$ cat src/rtl/key_cond_pkg.sv
// Shared definitions for the key pulse conditioner: FSM state encodings and
// the counter-width helper used to size the debounce/repeat counters.
package key_cond_pkg;

  localparam logic [1:0] ST_IDLE       = 2'd0;
  localparam logic [1:0] ST_DB_PRESS   = 2'd1;
  localparam logic [1:0] ST_HELD       = 2'd2;
  localparam logic [1:0] ST_DB_RELEASE = 2'd3;

  // One spare bit above the largest terminal count keeps every compare in range.
  function automatic int cnt_width(input int debounce, input int repeat_delay,
                                   input int repeat_period);
    int largest;
    largest = debounce;
    if (repeat_delay > largest) largest = repeat_delay;
    if (repeat_period > largest) largest = repeat_period;
    return $clog2(largest) + 1;
  endfunction

endpackage

$ cat src/rtl/sync2.sv
// Two-flop synchroniser for asynchronous inputs, with a configurable reset
// value so a key can come out of reset as "released".
module sync2 #(
  parameter int               WIDTH     = 1,
  parameter logic [WIDTH-1:0] RESET_VAL = '0
) (
  input  logic             clk,
  input  logic             rst_n,
  input  logic [WIDTH-1:0] d_i,
  output logic [WIDTH-1:0] q_o
);

  logic [WIDTH-1:0] meta_q;
  logic [WIDTH-1:0] sync_q;

  // NOTE: sequential state uses non-blocking assignment so both flops sample
  // the pre-edge values; blocking here would collapse the chain to one flop.
  always_ff @(posedge clk or negedge rst_n) begin
    if (!rst_n) begin
      meta_q <= RESET_VAL;
      sync_q <= RESET_VAL;
    end else begin
      meta_q <= d_i;
      sync_q <= meta_q;
    end
  end

  assign q_o = sync_q;

endmodule

$ cat src/rtl/key_pulse_conditioner.sv
// Debounces an active-low pushbutton and emits a one-cycle add strobe with the
// synchronised switch value, auto-repeating while the key stays held.
module key_pulse_conditioner
  import key_cond_pkg::*;
#(
  parameter int WIDTH         = 10,
  parameter int DEBOUNCE      = 1000000,
  parameter int REPEAT_DELAY  = 25000000,
  parameter int REPEAT_PERIOD = 5000000
) (
  input  logic             Clock,
  input  logic             Resetn,
  input  logic             Key_n,
  input  logic [WIDTH-1:0] SW,
  output logic             Valid,
  output logic [WIDTH-1:0] Data,
  output logic             Held
);

  localparam int CW = cnt_width(DEBOUNCE, REPEAT_DELAY, REPEAT_PERIOD);
  localparam logic [CW-1:0] DB_LAST = CW'(DEBOUNCE - 1);
  localparam logic [CW-1:0] RD_LAST = CW'(REPEAT_DELAY - 1);
  localparam logic [CW-1:0] RP_LAST = CW'(REPEAT_PERIOD - 1);

  logic             key_s;
  logic [WIDTH-1:0] sw_s;

  logic [1:0]       state_q, state_d;
  logic [CW-1:0]    dcnt_q, dcnt_d;
  logic [CW-1:0]    rcnt_q, rcnt_d;
  logic             rep_q, rep_d;
  logic             valid_q, valid_d;
  logic [WIDTH-1:0] data_q, data_d;
  logic [CW-1:0]    rpt_last;

  sync2 #(.WIDTH(1), .RESET_VAL(1'b1)) u_sync_key (
    .clk   (Clock),
    .rst_n (Resetn),
    .d_i   (Key_n),
    .q_o   (key_s)
  );

  sync2 #(.WIDTH(WIDTH), .RESET_VAL('0)) u_sync_sw (
    .clk   (Clock),
    .rst_n (Resetn),
    .d_i   (SW),
    .q_o   (sw_s)
  );

  always_comb begin
    // NOTE: every output of this block gets a default first; a path that left
    // one unassigned would infer a latch.
    state_d  = state_q;
    dcnt_d   = dcnt_q;
    rcnt_d   = rcnt_q;
    rep_d    = rep_q;
    valid_d  = 1'b0;
    data_d   = data_q;
    rpt_last = rep_q ? RP_LAST : RD_LAST;

    case (state_q)
      ST_IDLE: begin
        if (!key_s) begin
          state_d = ST_DB_PRESS;
          dcnt_d  = '0;
        end
      end
      ST_DB_PRESS: begin
        if (key_s) begin
          state_d = ST_IDLE;
        end else if (dcnt_q == DB_LAST) begin
          state_d = ST_HELD;
          valid_d = 1'b1;
          data_d  = sw_s;
          rcnt_d  = '0;
        end else begin
          dcnt_d = dcnt_q + CW'(1);
        end
      end
      ST_HELD: begin
        // rcnt is deliberately kept across a release bounce so repeats resume.
        if (key_s) begin
          state_d = ST_DB_RELEASE;
          dcnt_d  = '0;
        end else if (REPEAT_DELAY != 0) begin
          if (rcnt_q == rpt_last) begin
            valid_d = 1'b1;
            data_d  = sw_s;
            rcnt_d  = '0;
            rep_d   = 1'b1;
          end else begin
            rcnt_d = rcnt_q + CW'(1);
          end
        end
      end
      ST_DB_RELEASE: begin
        if (!key_s) begin
          state_d = ST_HELD;
        end else if (dcnt_q == DB_LAST) begin
          state_d = ST_IDLE;
          rep_d   = 1'b0;
        end else begin
          dcnt_d = dcnt_q + CW'(1);
        end
      end
      default: state_d = ST_IDLE;
    endcase
  end

  always_ff @(posedge Clock or negedge Resetn) begin
    if (!Resetn) begin
      state_q <= ST_IDLE;
      dcnt_q  <= '0;
      rcnt_q  <= '0;
      rep_q   <= 1'b0;
      valid_q <= 1'b0;
      data_q  <= '0;
    end else begin
      state_q <= state_d;
      dcnt_q  <= dcnt_d;
      rcnt_q  <= rcnt_d;
      rep_q   <= rep_d;
      valid_q <= valid_d;
      data_q  <= data_d;
    end
  end

  assign Valid = valid_q;
  assign Data  = data_q;
  assign Held  = (state_q == ST_HELD) || (state_q == ST_DB_RELEASE);

endmodule
$ cat config.mk
export PLATFORM = sky130hd
export DESIGN_NAME = key_pulse_conditioner
export DESIGN_NICKNAME = d
export VERILOG_FILES = /design/src/rtl/key_cond_pkg.sv /design/src/rtl/sync2.sv /design/src/rtl/key_pulse_conditioner.sv
export SDC_FILE = /design/constraint.sdc
export NUM_CORES = 1
export LEC_CHECK = 0
export ABC_AREA = 1
export ABC_CLOCK_PERIOD_IN_PS = 4150
export CORE_ASPECT_RATIO = 0.5
export CORE_UTILIZATION = 49
export CTS_BUF_LIST = sky130_fd_sc_hd__clkbuf_16
export DETAILED_ROUTE_END_ITERATION = 10
export PLACE_DENSITY = 0.7
export SETUP_SLACK_MARGIN = 0.3
export SLEW_MARGIN = 20
export SYNTH_ARGS = -nofsm -noshare
export SYNTH_HDL_FRONTEND = slang
export SYNTH_HIERARCHICAL = 1
export SYNTH_SLANG_ARGS = --single-unit
export TNS_END_PERCENT = 10
$ cat constraint.sdc
create_clock -name Clock -period 4.15 [get_ports Clock]
set_clock_uncertainty 0.05 [all_clocks]
set_input_delay 0.415 -clock Clock [delete_from_list [all_inputs] [get_ports Clock]]
set_output_delay 0.415 -clock Clock [all_outputs]
set_load 0.02 [all_outputs]
# [Word level (Yosys, flattened, before mapping)]
# Index checks and enable logic that the tools add are counted.
[op_classes] mux=34 reduce_logical=9 n_eq_ne=15 n_addsub=2
[op_table] op="two-way mux 26 bit" n=9
[op_table] op="case mux 26 bit (4 select lines)" n=1
[op_table] op="adder 26 x 1 -> 26 bit, second input constant" n=2
[op_table] op="case mux 26 bit (2 select lines)" n=1
[op_table] op="two-way mux 10 bit" n=4
[op_table] op="== test 26 x 20 -> 1 bit, second input constant" n=1
[op_table] op="== test 26 x 25 -> 1 bit" n=1
[op_table] op="two-way mux 25 bit" n=1
[op_table] op="case mux 10 bit (2 select lines)" n=1
[op_table] op="two-way mux 2 bit" n=6
[op_table] op="inequality test 2 bit, second input constant" n=6
[op_table] op="AND reduction 4 bit" n=3
[op_table] op="AND reduction 5 bit" n=2
[op_table] op="two-way mux 1 bit" n=8
[op_table] op="case mux 2 bit (4 select lines)" n=1
[op_table] op="== test 2 bit, second input constant" n=2
[op_table] op="inequality test 2 x 1 -> 1 bit, second input constant" n=2
[op_table] op="case mux 1 bit (2 select lines)" n=2
[op_table] op="nonzero test 2 bit" n=2
[op_table] op="inequality test 3 x 2 -> 1 bit, second input constant" n=1
[op_table] op="inequality test 3 bit, second input constant" n=1
[op_table] op="== test 2 x 1 -> 1 bit, second input constant" n=1
[op_table] op="zero test 2 bit" n=1
[op_table] op="logical OR 1 bit" n=1
[word_totals] elab_cells=70 ff_bits=88 inputBits=13 out_inout_bits=12

# [Depth between registers and ports, before layout]
[depth] depth_word=5 ltp_mapped=14 ltp_nobuf=13

# [Cells and area by module]
# Netlist, hierarchy kept.
[by_module_without_submodules] module="key_pulse_conditioner" seq_area_each_um2=1651.6 area_each_um2=4525.6 cells_per_inst=688 instances=1
[by_module_without_submodules] module="sync2 at u_sync_sw" seq_area_each_um2=500.5 area_each_um2=500.5 cells_per_inst=20 instances=1
[by_module_without_submodules] module="sync2 at u_sync_key" seq_area_each_um2=52.6 area_each_um2=52.6 cells_per_inst=2 instances=1

# [Worst setup path after synthesis]
# Ideal clock, no wire load.
[synth_path] kind="register to register" start="reg state_q[0]" end="reg dcnt_q[12]" synth_period_minus_slack_ns=1.887 slack_ns=2.263 t_required_ns=4.024 n_path_buf=1 setup_ns=0.076 stages_incl_launch_ff=10 t_arrival_ns=1.760 cell_sequence="dfrtp_1 ha_1 nor2_2 inv_2 nand4_1 nand2_1 inv_2 buf_4 nand4_1 o21ai_1"
[synth_between] elab_chain_len=3 word_cells_on_any_way=10 classes_between="eq/ne (7); mux (1); reduce/logical (2)"
[synth_rtl] item="start: declaration" line="key_pulse_conditioner.sv:28" rtl="logic [1:0] state_q, state_d;"
[synth_rtl] item="start signal: assignment" line="key_pulse_conditioner.sv:119" rtl="state_q <= state_d;"
[synth_rtl] item="== test 2 x 1 -> 1 bit (tied with other cells)" line="key_pulse_conditioner.sv:61" rtl="case (state_q)"
[synth_rtl] item="inequality test 2 bit (no line) / inequality test 2 x 1 -> 1 bit (equally long branches)"
[synth_rtl] item="AND reduction 4 bit (no line)"
[synth_rtl] item="end signal: assignment" line="key_pulse_conditioner.sv:120" rtl="dcnt_q <= dcnt_d;"
[synth_rtl] item="end: declaration" line="key_pulse_conditioner.sv:29" rtl="logic [CW-1:0] dcnt_q, dcnt_d;"
# Parallel ways exist; a longest one is shown, timed or not.
# A chain may end at the register's enable or synchronous reset.

# [Worst setup path after layout]
[layout_path] start="reg state_q[0]" end="out Held"
[layout_between] elab_chain_len=2 word_cells_on_any_way=3 classes_between="eq/ne (2); reduce/logical (1)"
[layout_rtl] item="== test 2 bit" line="key_pulse_conditioner.sv:130" rtl="assign Held = (state_q == ST_HELD) || (state_q == ST_DB_RELEASE);"
[layout_rtl] item="logical OR 1 bit (*)" line="key_pulse_conditioner.sv:130"
[layout_rtl] item="end: declaration" line="key_pulse_conditioner.sv:17" rtl="output logic Held"
# Mark *: on every way between the ends. The rest lies on a longest branch, timed or not.

==> results list <==
* Per-cell routed wire length: 13.6 microns
* Post-layout nets: 751
- Yosys printed 6 warnings.
- Sequential element share of the synthesized area: between 40 and 50%
- Vias per cell: 5.20
- Worst Tran Pin Value: just under 0.8 ns
- Count of boundary I/O pins: 25
- dfrtp_1 takes more of the synthesized area than any other cell.
- Of the available clock period, the critical path in the final layout requires 65.0%.
- Port buffering added 24 buffers.
- Number of buffers created by CTS: 9
- In the final layout, the share of cells above drive strength 1 is roughly 5.6%.
- Net count after synthesis: 729
- Summed over all nets, the half-perimeter wirelength after detailed placement is roughly 8.6 mm.
- The highest layer touched by signal routing is met4.
* Area of the multi-input gates: roughly 2500 sq um
- Power Density: 465 nW/um^2
* Number of DRC markers in iteration 0: approximately 330
- The flow ran to the end, and the final reports show no timing, DRC or antenna violations.
* Total of hold buffers inserted after clock tree synthesis: 0
- The number of antenna diodes in the final layout is 0.
- Library cells used by synthesis: 37
- Setup crit end kind: primary output
* Setup repair bufs after CTS: 0
- Number of clock sinks seen by CTS: 88
- The first global-routing pass estimated 20.0 mm of wire.
- In the final routing, the length of wire on met1 measures between 5 and 6 mm.
* Number of detailed-route iterations in the first pass: 5
- The count of nets left with antenna violations once routing finished came out at 0.
- At the worst endpoint, the arrival time is roughly 2.2 ns.
- At the later pin of the worst-skew pair, clock insertion delay measures 0.34 ns.
* Worst setup path start: state_q[0]
- Setup repair after global routing left no endpoint under its margin.
- The routed design uses 5.39 mm of met2 wire.
* Synth-to-layout area growth: 12.8%
* Root buf cell: clkbuf_16
- Wirelength, routed: roughly 12 mm
- The worst register-to-register path ends at dcnt_q[0].
- Number of antenna violations at the first check in global routing: 0
- Crit path kind: flip-flop to primary output
* Final setup violation count: 0
* Post-CTS clock slew at the launch and capture registers of the worst setup and hold paths: 0.06 ns
- The congestion estimate from routability-driven global placement came to approximately 0.94.
* Number of cells on the worst reg-to-reg path: 9
- Synthesis produced 710 cells.
- The number of pins with negative max-slew slack in the final report came to 0.
- Summed over all nets, wire length on met3 after detailed routing comes to approximately 630 microns.
- The filler cells instantiated in the layout total around 900.
- Worst hold path class: input port to asynchronous set/reset pin
- Post-cts resize count: 0
- After synthesis the netlist holds a flip-flop and latch count of roughly 90.
- Yosys attributes the largest share of cell area to dfrtp_1 (42%), nand2_1 (17%), nor2_1 (7.8%).
- Leaving out fill and tap cells, the most frequent cell in the layout is nand2_1.
- The most critical setup path has its endpoint at Held.
* Global-route usage over all layers: 23.7%
- In this run the worst path has a maximum fanout of 21.
- RR Startpoint: state_q[0]
* H-tree depth: 3
* Setup TNS: 0 ns
- Leakage power total: approximately 0.0026 uW
* Area of the core: 9760 sq um
* Initial standard-cell utilization of the core: a little over half
- Worst slack on hold paths: 0.0991 ns
- TritonCTS built the clock tree.
- Vias in the first global route: about 4200
* Width of the die: 146 microns
* Worst vdd rail ir drop: 0.255 mV
- The die covers 10800 sq um.
* Headroom to the max-slew limit: 47.2%
* Netlist Area Pre-Place: 5080 sq um
- Shortest clock period the worst path allows after layout: 2.70 ns
- After synthesis, the mean cell area works out to 7.15 sq um.
- Number of cell rows: 25
- The clock passes through at most 2 buffers.
- Max Clock Freq: 371 MHz
* Startpoint types: flip-flop
- Die Ht: 74.0 microns
- Max-cap violations in this run came to 0.
- The top cell type by area accounts for 42.4% of the synthesized area.
- For this run, design rule violations remaining after detail routing come to 0.
- In the layout the commonest cells are nand2_1 (234), nor2_1 (105), dfrtp_1 (86).
* Final hold violation count: 0
- Total vias in the final route: 4534
- Slack of the worst reg-to-reg path: 1.46 ns
- For the worst setup path, the data required time is 3.68 ns.
- Largest net degree at the start of global routing: 63
- Total congestion overflow after global routing: 0
- Register Area: roughly 2200 sq um
synthesized netlist by cell type:
cell type and instances:
nand3_2 1, buf_1 2, dfstp_2 2, inv_1 64
dfrtp_1 86, o21bai_1 6, or2_2 2, o21ai_1 20
nand2_2 3, o21ai_0 11, clkinv_4 2, nand3_1 66
nand4_1 26, buf_6 3, buf_4 2, ha_1 6
buf_2 6, nor2_4 1, nor3_2 1, clkbuf_1 3
inv_2 5, nand2_1 234, nor2_8 1, nor2_1 105
nor2b_1 1, o21a_1 2, xor2_1 12, nor3_1 14
nor3b_1 1, o211a_1 1, nand3b_1 1, o31ai_1 6
xnor2_1 5, nor2_2 1, nand2_4 3, and2_1 1
a21oi_1 4
worst min-delay path by stage:
stage / from / endpoint / cells past startpoint
after floorplan: Resetn / Data[0] / 0
after global placement: u_sync_sw/meta_q[8] / u_sync_sw/q_o[8] / 0
after detailed placement: u_sync_sw/meta_q[2] / u_sync_sw/q_o[2] / 0
after CTS: Resetn / rcnt_q[23] / 1
after global routing: Resetn / rcnt_q[19] / 1
final: Resetn / rcnt_q[23] / 1
power by group:
| part | leakage, uW | internal (uW) | total, uW | switching [uW] |
|---|---|---|---|---|
| Clock | 0.000154 | 528 | 865 | 337 |
| Sequential | 0.00115 | 942 | 1010 | 65.1 |
| Combinational | 0.00129 | 237 | 792 | 555 |
| Total | 0.00259 | 1710 | 2670 | 957 |
metal layers:
layer	vias to the layer above	GRT usage [%]
met2	102	39.6
li1	2316	-
met4	0	5.44
met5	-	0
met1	2102	32.3
met3	14	5.09
cells by family after synthesis:
logic type	Yosys count	share of synthesized area, %
buffers and inverters	87	7.37
adder cells (fa/ha/maj)	6	1.48
AND/OR/NAND/NOR	462	39.1
XOR/XNOR	17	2.93
flip-flops	88	43.4
AO/OA/AOI/OAI	50	5.72
worst max-delay path, stage by stage, from the launching register on:
cell             delay, ns
dfrtp_1               0.44
inv_1                 0.12
ha_1                  0.15
buf_4                 0.26
inv_1                 0.18
nand2_1               0.14
clkdlybuf4s50_1       0.61
per-stage QoR:
| stage | util, % | cell area (sq um) | power (uW) | instances | setup WS [ns] |
|---|---|---|---|---|---|
| after detailed placement | 55.4 | 5410 | 1810 | 856 | 1.50 |
| after global routing | 58.7 | 5730 | 2830 | 872 | 1.24 |
| after CTS | 58.7 | 5730 | 2690 | 872 | 1.45 |
| final | 58.7 | 5730 | 2670 | 872 | 1.45 |
| after floorplan | - | 5080 | 1570 | 710 | 2.26 |
| after global placement | 55.4 | 5410 | 1800 | 856 | 1.55 |
registers in the layout, indices dropped and copies added (netlist names), named ones only:
register	count
dcnt_q	26
rcnt_q	26
Data	10
u_sync_sw/meta_q	10
u_sync_sw/q_o	10
Valid	1
rep_q	1
state_q	1
u_sync_key/meta_q	1
u_sync_key/q_o	1
area by class of cell:
cell class,instances,share of cell area (%)
clock buffers,9,3.93
multi-input cells,535,43.6
flip-flops and latches,88,38.5
repair buffers,27,4.54
well taps,135,2.95
clock inverters,7,1.64
inverters,71,4.83
Power figures use the tool's default switching activity.
